[src/rtl/mod12_cmd_driver.sv]
// Command-driven controller and self-checker for a mod-12 up/down counter.
// Accepts LOAD/UP/DOWN/RESET commands over valid/ready, drives the counter's
// control pins from registers, and runs a cycle-exact model of the counter
// so that any divergence on cnt_data_out is flagged and counted.
module mod12_cmd_driver #(
  parameter int STEP_W = 8
) (
  input  logic              clk,
  input  logic              reset,
  input  logic              cmd_valid,
  output logic              cmd_ready,
  input  logic [1:0]        cmd_op,
  input  logic [3:0]        cmd_data,
  input  logic [STEP_W-1:0] cmd_steps,
  output logic              cnt_reset,
  output logic              cnt_load,
  output logic              cnt_mode,
  output logic [3:0]        cnt_data_in,
  input  logic [3:0]        cnt_data_out,
  output logic              busy,
  output logic              done,
  output logic              err,
  output logic [STEP_W-1:0] err_count,
  output logic [3:0]        exp_value,
  output logic              exp_known
);

  typedef enum logic [1:0] {S_INIT, S_IDLE, S_EXEC, S_DONE} state_t;

  localparam logic [1:0]        OP_LOAD  = 2'd0;
  localparam logic [1:0]        OP_UP    = 2'd1;
  localparam logic [1:0]        OP_DOWN  = 2'd2;
  localparam logic [1:0]        OP_RESET = 2'd3;
  localparam logic [STEP_W-1:0] ONE      = STEP_W'(1);
  localparam logic [STEP_W-1:0] EC_MAX   = '1;

  state_t            state, state_n;
  logic [STEP_W-1:0] rem, rem_n;           // EXEC cycles left, including current
  logic              cnt_reset_n, cnt_load_n, cnt_mode_n;
  logic [3:0]        cnt_data_in_n;
  logic              cmd_ready_n, busy_n, done_n;
  logic [3:0]        exp_next;
  logic              mism;

  // Next state and the register inputs for every control output; outputs are
  // computed one cycle ahead so that all of them come straight from flops.
  always_comb begin
    state_n       = state;
    rem_n         = rem;
    cnt_reset_n   = 1'b0;
    cnt_load_n    = 1'b0;
    cnt_mode_n    = cnt_mode;              // direction is sticky
    cnt_data_in_n = cnt_data_in;
    cmd_ready_n   = 1'b0;
    busy_n        = 1'b0;
    done_n        = 1'b0;
    unique case (state)
      S_INIT: begin
        state_n     = S_IDLE;
        cmd_ready_n = 1'b1;
      end
      S_IDLE: begin
        if (cmd_valid && cmd_ready) begin
          state_n = S_EXEC;
          busy_n  = 1'b1;
          rem_n   = ONE;
          unique case (cmd_op)
            OP_LOAD: begin
              cnt_load_n    = 1'b1;
              cnt_data_in_n = cmd_data;
            end
            OP_RESET: cnt_reset_n = 1'b1;
            OP_UP, OP_DOWN: begin
              cnt_mode_n = (cmd_op == OP_UP);
              rem_n      = (cmd_steps == '0) ? ONE : cmd_steps;
            end
            default: ;
          endcase
        end else begin
          cmd_ready_n = 1'b1;
        end
      end
      S_EXEC: begin
        // LOAD/RESET last one cycle, so only the stepping ops stay here;
        // their pins already hold the right values.
        busy_n = 1'b1;
        rem_n  = rem - ONE;
        if (rem_n == '0) begin
          state_n = S_DONE;
          done_n  = 1'b1;
        end
      end
      S_DONE: begin
        state_n     = S_IDLE;
        cmd_ready_n = 1'b1;
      end
      default: state_n = S_INIT;
    endcase
  end

  // Control state and registered handshake/counter-pin outputs.
  always_ff @(posedge clk) begin
    if (reset) begin
      state       <= S_INIT;
      rem         <= '0;
      cnt_reset   <= 1'b1;
      cnt_load    <= 1'b0;
      cnt_mode    <= 1'b1;
      cnt_data_in <= 4'd0;
      cmd_ready   <= 1'b0;
      busy        <= 1'b0;
      done        <= 1'b0;
    end else begin
      state       <= state_n;
      rem         <= rem_n;
      cnt_reset   <= cnt_reset_n;
      cnt_load    <= cnt_load_n;
      cnt_mode    <= cnt_mode_n;
      cnt_data_in <= cnt_data_in_n;
      cmd_ready   <= cmd_ready_n;
      busy        <= busy_n;
      done        <= done_n;
    end
  end

  // Counter model: what the counter will show after this edge, given the pins
  // driven in this cycle, with the counter's own reset > load > count priority.
  always_comb begin
    exp_next = exp_value;
    if (cnt_reset)
      exp_next = 4'd0;
    else if (cnt_load)
      exp_next = cnt_data_in;
    else if (cnt_mode)
      exp_next = (exp_value == 4'd11) ? 4'd0 : exp_value + 4'd1;
    else
      exp_next = (exp_value == 4'd0) ? 4'd11 : exp_value - 4'd1;
  end

  assign mism = exp_known && (cnt_data_out != exp_value);

  // Model state plus mismatch reporting; err_count saturates rather than wraps.
  always_ff @(posedge clk) begin
    if (reset) begin
      exp_value <= 4'd0;
      exp_known <= 1'b0;
      err       <= 1'b0;
      err_count <= '0;
    end else begin
      exp_value <= exp_next;
      if (cnt_reset || cnt_load)
        exp_known <= 1'b1;
      err <= mism;
      if (mism && (err_count != EC_MAX))
        err_count <= err_count + ONE;
    end
  end

endmodule

[config.mk]
export PLATFORM = sky130hd
export DESIGN_NAME = mod12_cmd_driver
export DESIGN_NICKNAME = d
export VERILOG_FILES = /design/src/rtl/mod12_cmd_driver.sv
export SDC_FILE = /design/constraint.sdc
export NUM_CORES = 1
export LEC_CHECK = 0
export ABC_AREA = 1
export CAP_MARGIN = 10
export CORE_ASPECT_RATIO = 0.8
export CORE_MARGIN = 4
export CORE_UTILIZATION = 40
export DETAILED_ROUTE_END_ITERATION = 16
export DONT_BUFFER_PORTS = 1
export SETUP_SLACK_MARGIN = 0.2
export SLEW_MARGIN = 5
export SYNTH_ARGS = -nofsm -noshare
export SYNTH_HDL_FRONTEND = slang
export SYNTH_SLANG_ARGS = --single-unit
export TNS_END_PERCENT = 10
[constraint.sdc]
create_clock -name clk -period 2.1 [get_ports clk]
set_clock_uncertainty 0.15 [all_clocks]
set_input_delay 0.315 -clock clk [delete_from_list [all_inputs] [get_ports clk]]
set_output_delay 0.315 -clock clk [all_outputs]
set_load 0.05 [all_outputs]
==> flow_summary_export.csv, run 1 <==
group,metric,value,unit
final_layout,drive_above_1_share,0.157,
global_route,grtUsageTotal,0.158,
global_route,grt_pass1_vias,1623,
hold_path,hold_start,"cmd_data[0]",
yosys,ys_ff_latch,34,
critical_path,endpoint,"cmd_ready",
critical_path,r2r_cells,5,
yosys,synth_top_family_by_area,"simple AND/OR/NAND/NOR gates",
route,ant_nets,0,
yosys,synthCells,256,
yosys,synth_area_leader_cell,"dfxtp_1",
yosys,yosysSeqAreaShare,0.361,
route,avgRoutedWirePerCell,13.1,µm
final_layout,n_antenna_cell,0,
critical_path,rr_startpoint,"state[0]",
timing,tns,0,ns
timing,period_needed,1.86,ns
place,gp_congestion,0.897,
power_and_ir_drop,power.leakage,0.966,nW
global_route,grt_remaining_overflow,0,
timing,hold_ws,0.0524,ns
floorplan,io_pins,45,
floorplan,initial_utilization,0.413,
yosys,syn_area_per_cell,7.37,µm²
yosys,synth.top_cell.area_share,0.361,
timing,drv_slew,0,
critical_path,end_kind,"flop",
cts,cts_setup_buffers,0,
yosys,synth-simple-area-share,0.254,
timing,rsz0062_at_grt,"yes",
critical_path,start_kind,"flop",
yosys,synth_cell_type_count,32,
yosys,synth_edf_count,0,
job,drv_cap,0,
critical_path,slowest_delay,0.58,ns
cts,numCtsBuffers,5,
yosys,synth_fa_ha_area_frac,0.0730,
final_layout,final_util,0.482,
yosys,synthXorXnorAreaFrac,0.0644,
place,io_buffers,0,
timing,clock.fmax,537,MHz
power_and_ir_drop,max-vdd-ir-drop,533,µV
critical_path,crit_top_cell,"inv_1",
critical_path,crit_cells,5,
yosys,syn_nets,288,
cts,path_clk_slew,0.07,ns
yosys,synthesis.area,1890,µm²
global_route,grt_pass1_wl,7560,µm
timing,period_share,0.887,
route,drt-total-wl,4470,µm
route,drc,0,
critical_path,cp.buffers_inverters,3,
floorplan,die_width,84.8,µm
critical_path,crit_path_start,"state[0]",
route,vias,1713,
floorplan,core_area,4570,µm²
route,avgViaCountPerCell,5.02,
cts,cts-root-buf,"clkbuf_8",
power_and_ir_drop,powerDensity,1100,nW/µm²
critical_path,crit_slowest_cell,"dlygate4sd3_1",
yosys,synth_compound_area_frac,0.170,
critical_path,cp_top_family,"buffers and inverters",
cts,cts_max_level,2,
run_status,status,"complete, no violations",
yosys,synthMuxAreaShare,0,
global_route,antenna_found_initial,0,
yosys,async_reset_ff_frac,0,
cts,clockBufferDepth,2,
critical_path,path_max_fanout,4,
floorplan,dieArea,5880,µm²
cts,clock_sinks,34,
hold_path,worstHoldPathType,"input pin to flop",
cts,tritoncts,"built",
yosys,synthTopCellsByArea,"dfxtp_1 (36%), nand2_1 (8.2%), ha_1 (7.3%)",
critical_path,path_class,"flop to flop",
timing,finalSetupViolations,0,
yosys,yosys_warnings,0,
timing,max_slew.worst_pin.slew,0.576,ns
route,dr.first_iter.drc_count,129,
final_layout,nNetsFinal,312,
place,dpl.hpwl,3360,µm
yosys,ys.flop_type,"dfxtp_1",
critical_path,worstPathArrival,1.94,ns
timing,hold_viol_final,0,
critical_path,crit_chain,"inv_1 -> ha_2 -> inv_1 -> a211oi_1 -> dlygate4sd3_1",
timing,max-slew-margin-rel,0.615,
critical_path,cp.required,2.18,ns
critical_path,r2r_slack,0.24,ns
critical_path,r2r-end,"cmd_ready",
floorplan,die_y,69.4,µm
floorplan,rows,22,
final_layout,area_growth,16.9,%
cts,clock_latency,0.28,ns
global_route,grt_max_degree,18,
route,first_pass_iters,4,
[layout make-up]
cell class	count	area [µm²]
clock buffer	7	86.3
timing repair buffer	21	168
inverter	33	126
fill	482	2360
multi-input combinational	185	1060
clock inverter	1	5.00
tap	60	75.1
sequential	34	683
[cell families after synthesis]
| kind of cell | Yosys count |
|---|---|
| AO/OA/AOI/OAI | 55 |
| AND/OR/NAND/NOR | 106 |
| flip-flops | 34 |
| adder cells (fa/ha/maj) | 11 |
| buffers and inverters | 37 |
| XOR/XNOR | 13 |
[synthesized netlist by cell type, types with 4 or more instances]
master	number
a21oi_1	20
a31oi_1	4
dfxtp_1	34
ha_1	11
inv_1	30
nand2_1	41
nand3_1	22
nor2_1	26
nor2_2	4
o21ai_0	18
xnor2_1	7
xor2_1	5
[sequential cells by signal, indices dropped and copies added (netlist names)]
register     flops
exp_value        4
cnt_reset        1
cnt_load         1
rem              8
cnt_mode         1
done             1
exp_known        1
busy             1
cmd_ready        1
cnt_data_in      4
state            2
err_count        8
err              1
[metrics by stage]
stage                     area [µm²]  std cells  worst slack [ns]  power [mW]
after floorplan                 1890        256             0.329        1.71
after global placement          2070        329             0.210        1.91
after detailed placement        2070        329             0.225        1.90
after CTS                       2190        340             0.204        2.43
after global routing            2200        341            0.0812        2.62
final                           2200        341             0.238        2.43
[timing repair]
action                                  4_1_cts  5_1_grt
endpoints found under the setup margin        0       10
endpoints found under the hold margin        15       12
gates resized for setup                       0        2
hold buffers                                  3        1
[per-layer routing]
layer / global-route usage / vias to the layer above / routed length (µm)
met3: 0.0511 / 2 / 317
met2: 0.233 / 42 / 1970
met4: 0.0527 / 0 / 31
met1: 0.217 / 780 / 2150
li1: - / 889 / -
met5: 0 / - / 0
[worst min path at each step]
stage                                 to  slack, ns  cells past startpoint
after floorplan                 state[1]       0.31                      2
after global placement      err_count[1]       0.24                      1
after detailed placement    err_count[1]       0.24                      1
after CTS                   err_count[1]      -0.07                      1
after global routing      cnt_data_in[1]       0.07                      2
final                     cnt_data_in[0]       0.05                      2
[where the power goes]
part	total [mW]	switching [mW]	internal [mW]
registers	0.868	0.120	0.748
clock network	0.491	0.227	0.264
logic	1.07	0.697	0.374
[layout by cell type, fill, tap and decap left out, types with 4 or more instances in the layout]
| cell | instances |
|---|---|
| inv_1 | 29 |
| buf_4 | 17 |
| nor2_1 | 26 |
| clkbuf_8 | 6 |
| dfxtp_1 | 32 |
| nand2_1 | 41 |
| ha_1 | 10 |
| a21oi_1 | 20 |
| a31oi_1 | 4 |
| dlygate4sd3_1 | 4 |
| xnor2_1 | 7 |
| xor2_1 | 5 |
| nor2_2 | 4 |
| nand3_1 | 22 |
| o21ai_0 | 18 |
Note: power is estimated with default switching activity, not from simulation.
==> run 2: changes to the inputs <==
- CTS_CLUSTER_SIZE: default -> 25
- clock period: 2.1 -> 1.8 ns (I/O delays scaled with it)
==> run 2 against run 1 <==
Against the previous run: the run now ends with hold timing left; fmax grew 8.8%; count of clock-buffer cells in the layout fell by 1; via count grew 2.0%; final area rose by 7.0%; die area did not move; sequential power grew 18%; routed wire length increased by 3.0%; sequential share of layout area fell by 1.2 points; first-iteration DRC count is 29% lower; register-to-register slack lost 0.15 ns; critical path depth is 4 higher; critical endpoint is now rem[5].
==> flow_summary_export.csv, run 2 (synthesis results as in run 1) <==
group,metric,value,unit
run_status,status,"complete, but fails checks",
run_status,violations,"hold timing",
cts,cts-root-buf,"clkbuf_8",
job,drv_cap,0,
final_layout,layout_common_cells,"nand2_1 (38), buf_4 (30), inv_1 (26)",
global_route,grt_max_degree,18,
timing,drv_slew,0,
place,dpl.hpwl,3480,µm
power_and_ir_drop,finalPower,3.08,mW
cts,clock_sinks,34,
floorplan,initial_utilization,0.413,
critical_path,cp_top_family,"compound AO/OA/AOI/OAI gates",
timing,period_needed,1.71,ns
route,avgRoutedWirePerCell,13.1,µm
timing,finalSetupViolations,0,
timing,hold_viol_final,15,
cts,clock_latency,0.28,ns
global_route,antenna_found_initial,0,
cts,ctsHoldBuffers,2,
floorplan,rows,22,
place,place_inst,337,
global_route,grt_pass1_vias,1730,
route,first_pass_iters,4,
final_layout,layout.cells.non_filler,352,
critical_path,cp.buffers_inverters,4,
power_and_ir_drop,powerDensity,1300,nW/µm²
cts,numCtsBuffers,5,
final_layout,area_growth,25.1,%
final_layout,n_antenna_cell,0,
critical_path,cp.required,1.81,ns
critical_path,start_kind,"flop",
floorplan,io_pins,45,
critical_path,crit_top_cell,"inv_1",
power_and_ir_drop,max-vdd-ir-drop,815,µV
timing,hold_ws,-0.101,ns
power_and_ir_drop,power.leakage,1.04,nW
route,avgViaCountPerCell,4.97,
route,drc,0,
critical_path,crit_chain,"inv_1 -> ha_2 -> inv_1 -> nor2_4 -> inv_2 -> o21ai_4 -> inv_4 -> a21oi_1 -> a221oi_1",
timing,period_share,0.951,
global_route,grt_pass1_wl,7840,µm
timing,max_slew.worst_pin.slew,0.528,ns
final_layout,layout_commonest_cell,"nand2_1",
critical_path,crit_slowest_cell,"dfxtp_1",
cts,clockBufferDepth,2,
cts,cts_max_level,2,
cts,path_clk_slew,0.07,ns
cts,tritoncts,"built",
floorplan,dieArea,5880,µm²
timing,max-slew-margin-rel,0.648,
hold_path,worstHoldPathType,"input pin to flop",
route,ant_nets,0,
timing,clock.fmax,584,MHz
critical_path,path_class,"flop to flop",
place,gp_congestion,0.830,
global_route,grt_remaining_overflow,0,
critical_path,slowest_delay,0.34,ns
timing,rsz0062_at_grt,"yes",
final_layout,final_util,0.516,
global_route,grtUsageTotal,0.162,
critical_path,path_max_fanout,9,
critical_path,worstPathArrival,1.72,ns
final_layout,largest_registers,"err_count (8), rem (8)",
floorplan,die_y,69.4,µm
final_layout,nNetsFinal,323,
place,io_buffers,0,
route,dr.first_iter.drc_count,92,
floorplan,die_width,84.8,µm
final_layout,drive_above_1_share,0.277,
critical_path,end_kind,"flop",
route,drt-total-wl,4610,µm
route,vias,1748,
floorplan,core_area,4570,µm²
-- run 2: changes by cell type in the layout (fill, tap and decap cells not counted), sizes merged --
cell	delta
buf	+13
dlygate4sd3	-2
clkbuf	-1
clkinvlp	+1
-- run 2: area by class of cell --
| class | count | area (µm²) |
|---|---|---|
| multi-input combinational | 185 | 1110 |
| clock buffer | 6 | 82.6 |
| timing repair buffer | 32 | 245 |
| fill | 468 | 2210 |
| tap | 60 | 75.1 |
| inverter | 33 | 126 |
| clock inverter | 2 | 12.5 |
| sequential | 34 | 703 |
-- run 2: final timing paths --
path | from | end | slack (ns) | cells after the start
max reg2reg | state[1] | rem[5] | 0.09 | 9
min reg2reg | rem[7] | rem[7] | 0.34 | 2
max | state[1] | rem[5] | 0.09 | 9
min | reset | err_count[1] | -0.10 | 1
-- run 2: stage by stage --
stage / cell area (µm²) / setup TNS (ns) / worst slack, ns / hold WS (ns)
2_1_floorplan: 1900 / 0 / 0.149 / 0.285
3_3_place_gp: 2150 / 0 / 0.0977 / 0.188
3_5_place_dp: 2150 / 0 / 0.0176 / 0.187
4_1_cts: 2320 / 0 / 0.105 / -0.120
5_1_grt: 2360 / -0.00447 / -0.00249 / -0.131
6_report: 2360 / 0 / 0.0889 / -0.101
-- run 2: worst register-to-register path, cell delays in order (launching register included) --
cell and delay, ns:
dfxtp_1 0.34, inv_1 0.09, ha_2 0.23, inv_1 0.08
nor2_4 0.12, inv_2 0.06, o21ai_4 0.12, inv_4 0.10
a21oi_1 0.21, a221oi_1 0.11
-- run 2: timing repair --
action | in CTS | in global routing
setup buffers | 3 | 2
resized for setup | 12 | 9
endpoints found under the setup margin | 19 | 24
hold endpoints to repair | 17 | 15
pin swaps | 9 | 9
-- run 2: routing by layer --
metal	track usage	wire (µm)
met1	0.217	2260
met2	0.255	2080
met3	0.0534	250
met4	0.0369	19
met5	0	0
-- run 2: report_power, final --
part | switching [mW] | leakage [nW] | internal (mW)
sequential | 0.142 | 0.284 | 0.880
combinational | 0.903 | 0.710 | 0.561
clock | 0.282 | 0.0472 | 0.307
total | 1.33 | 1.04 | 1.75
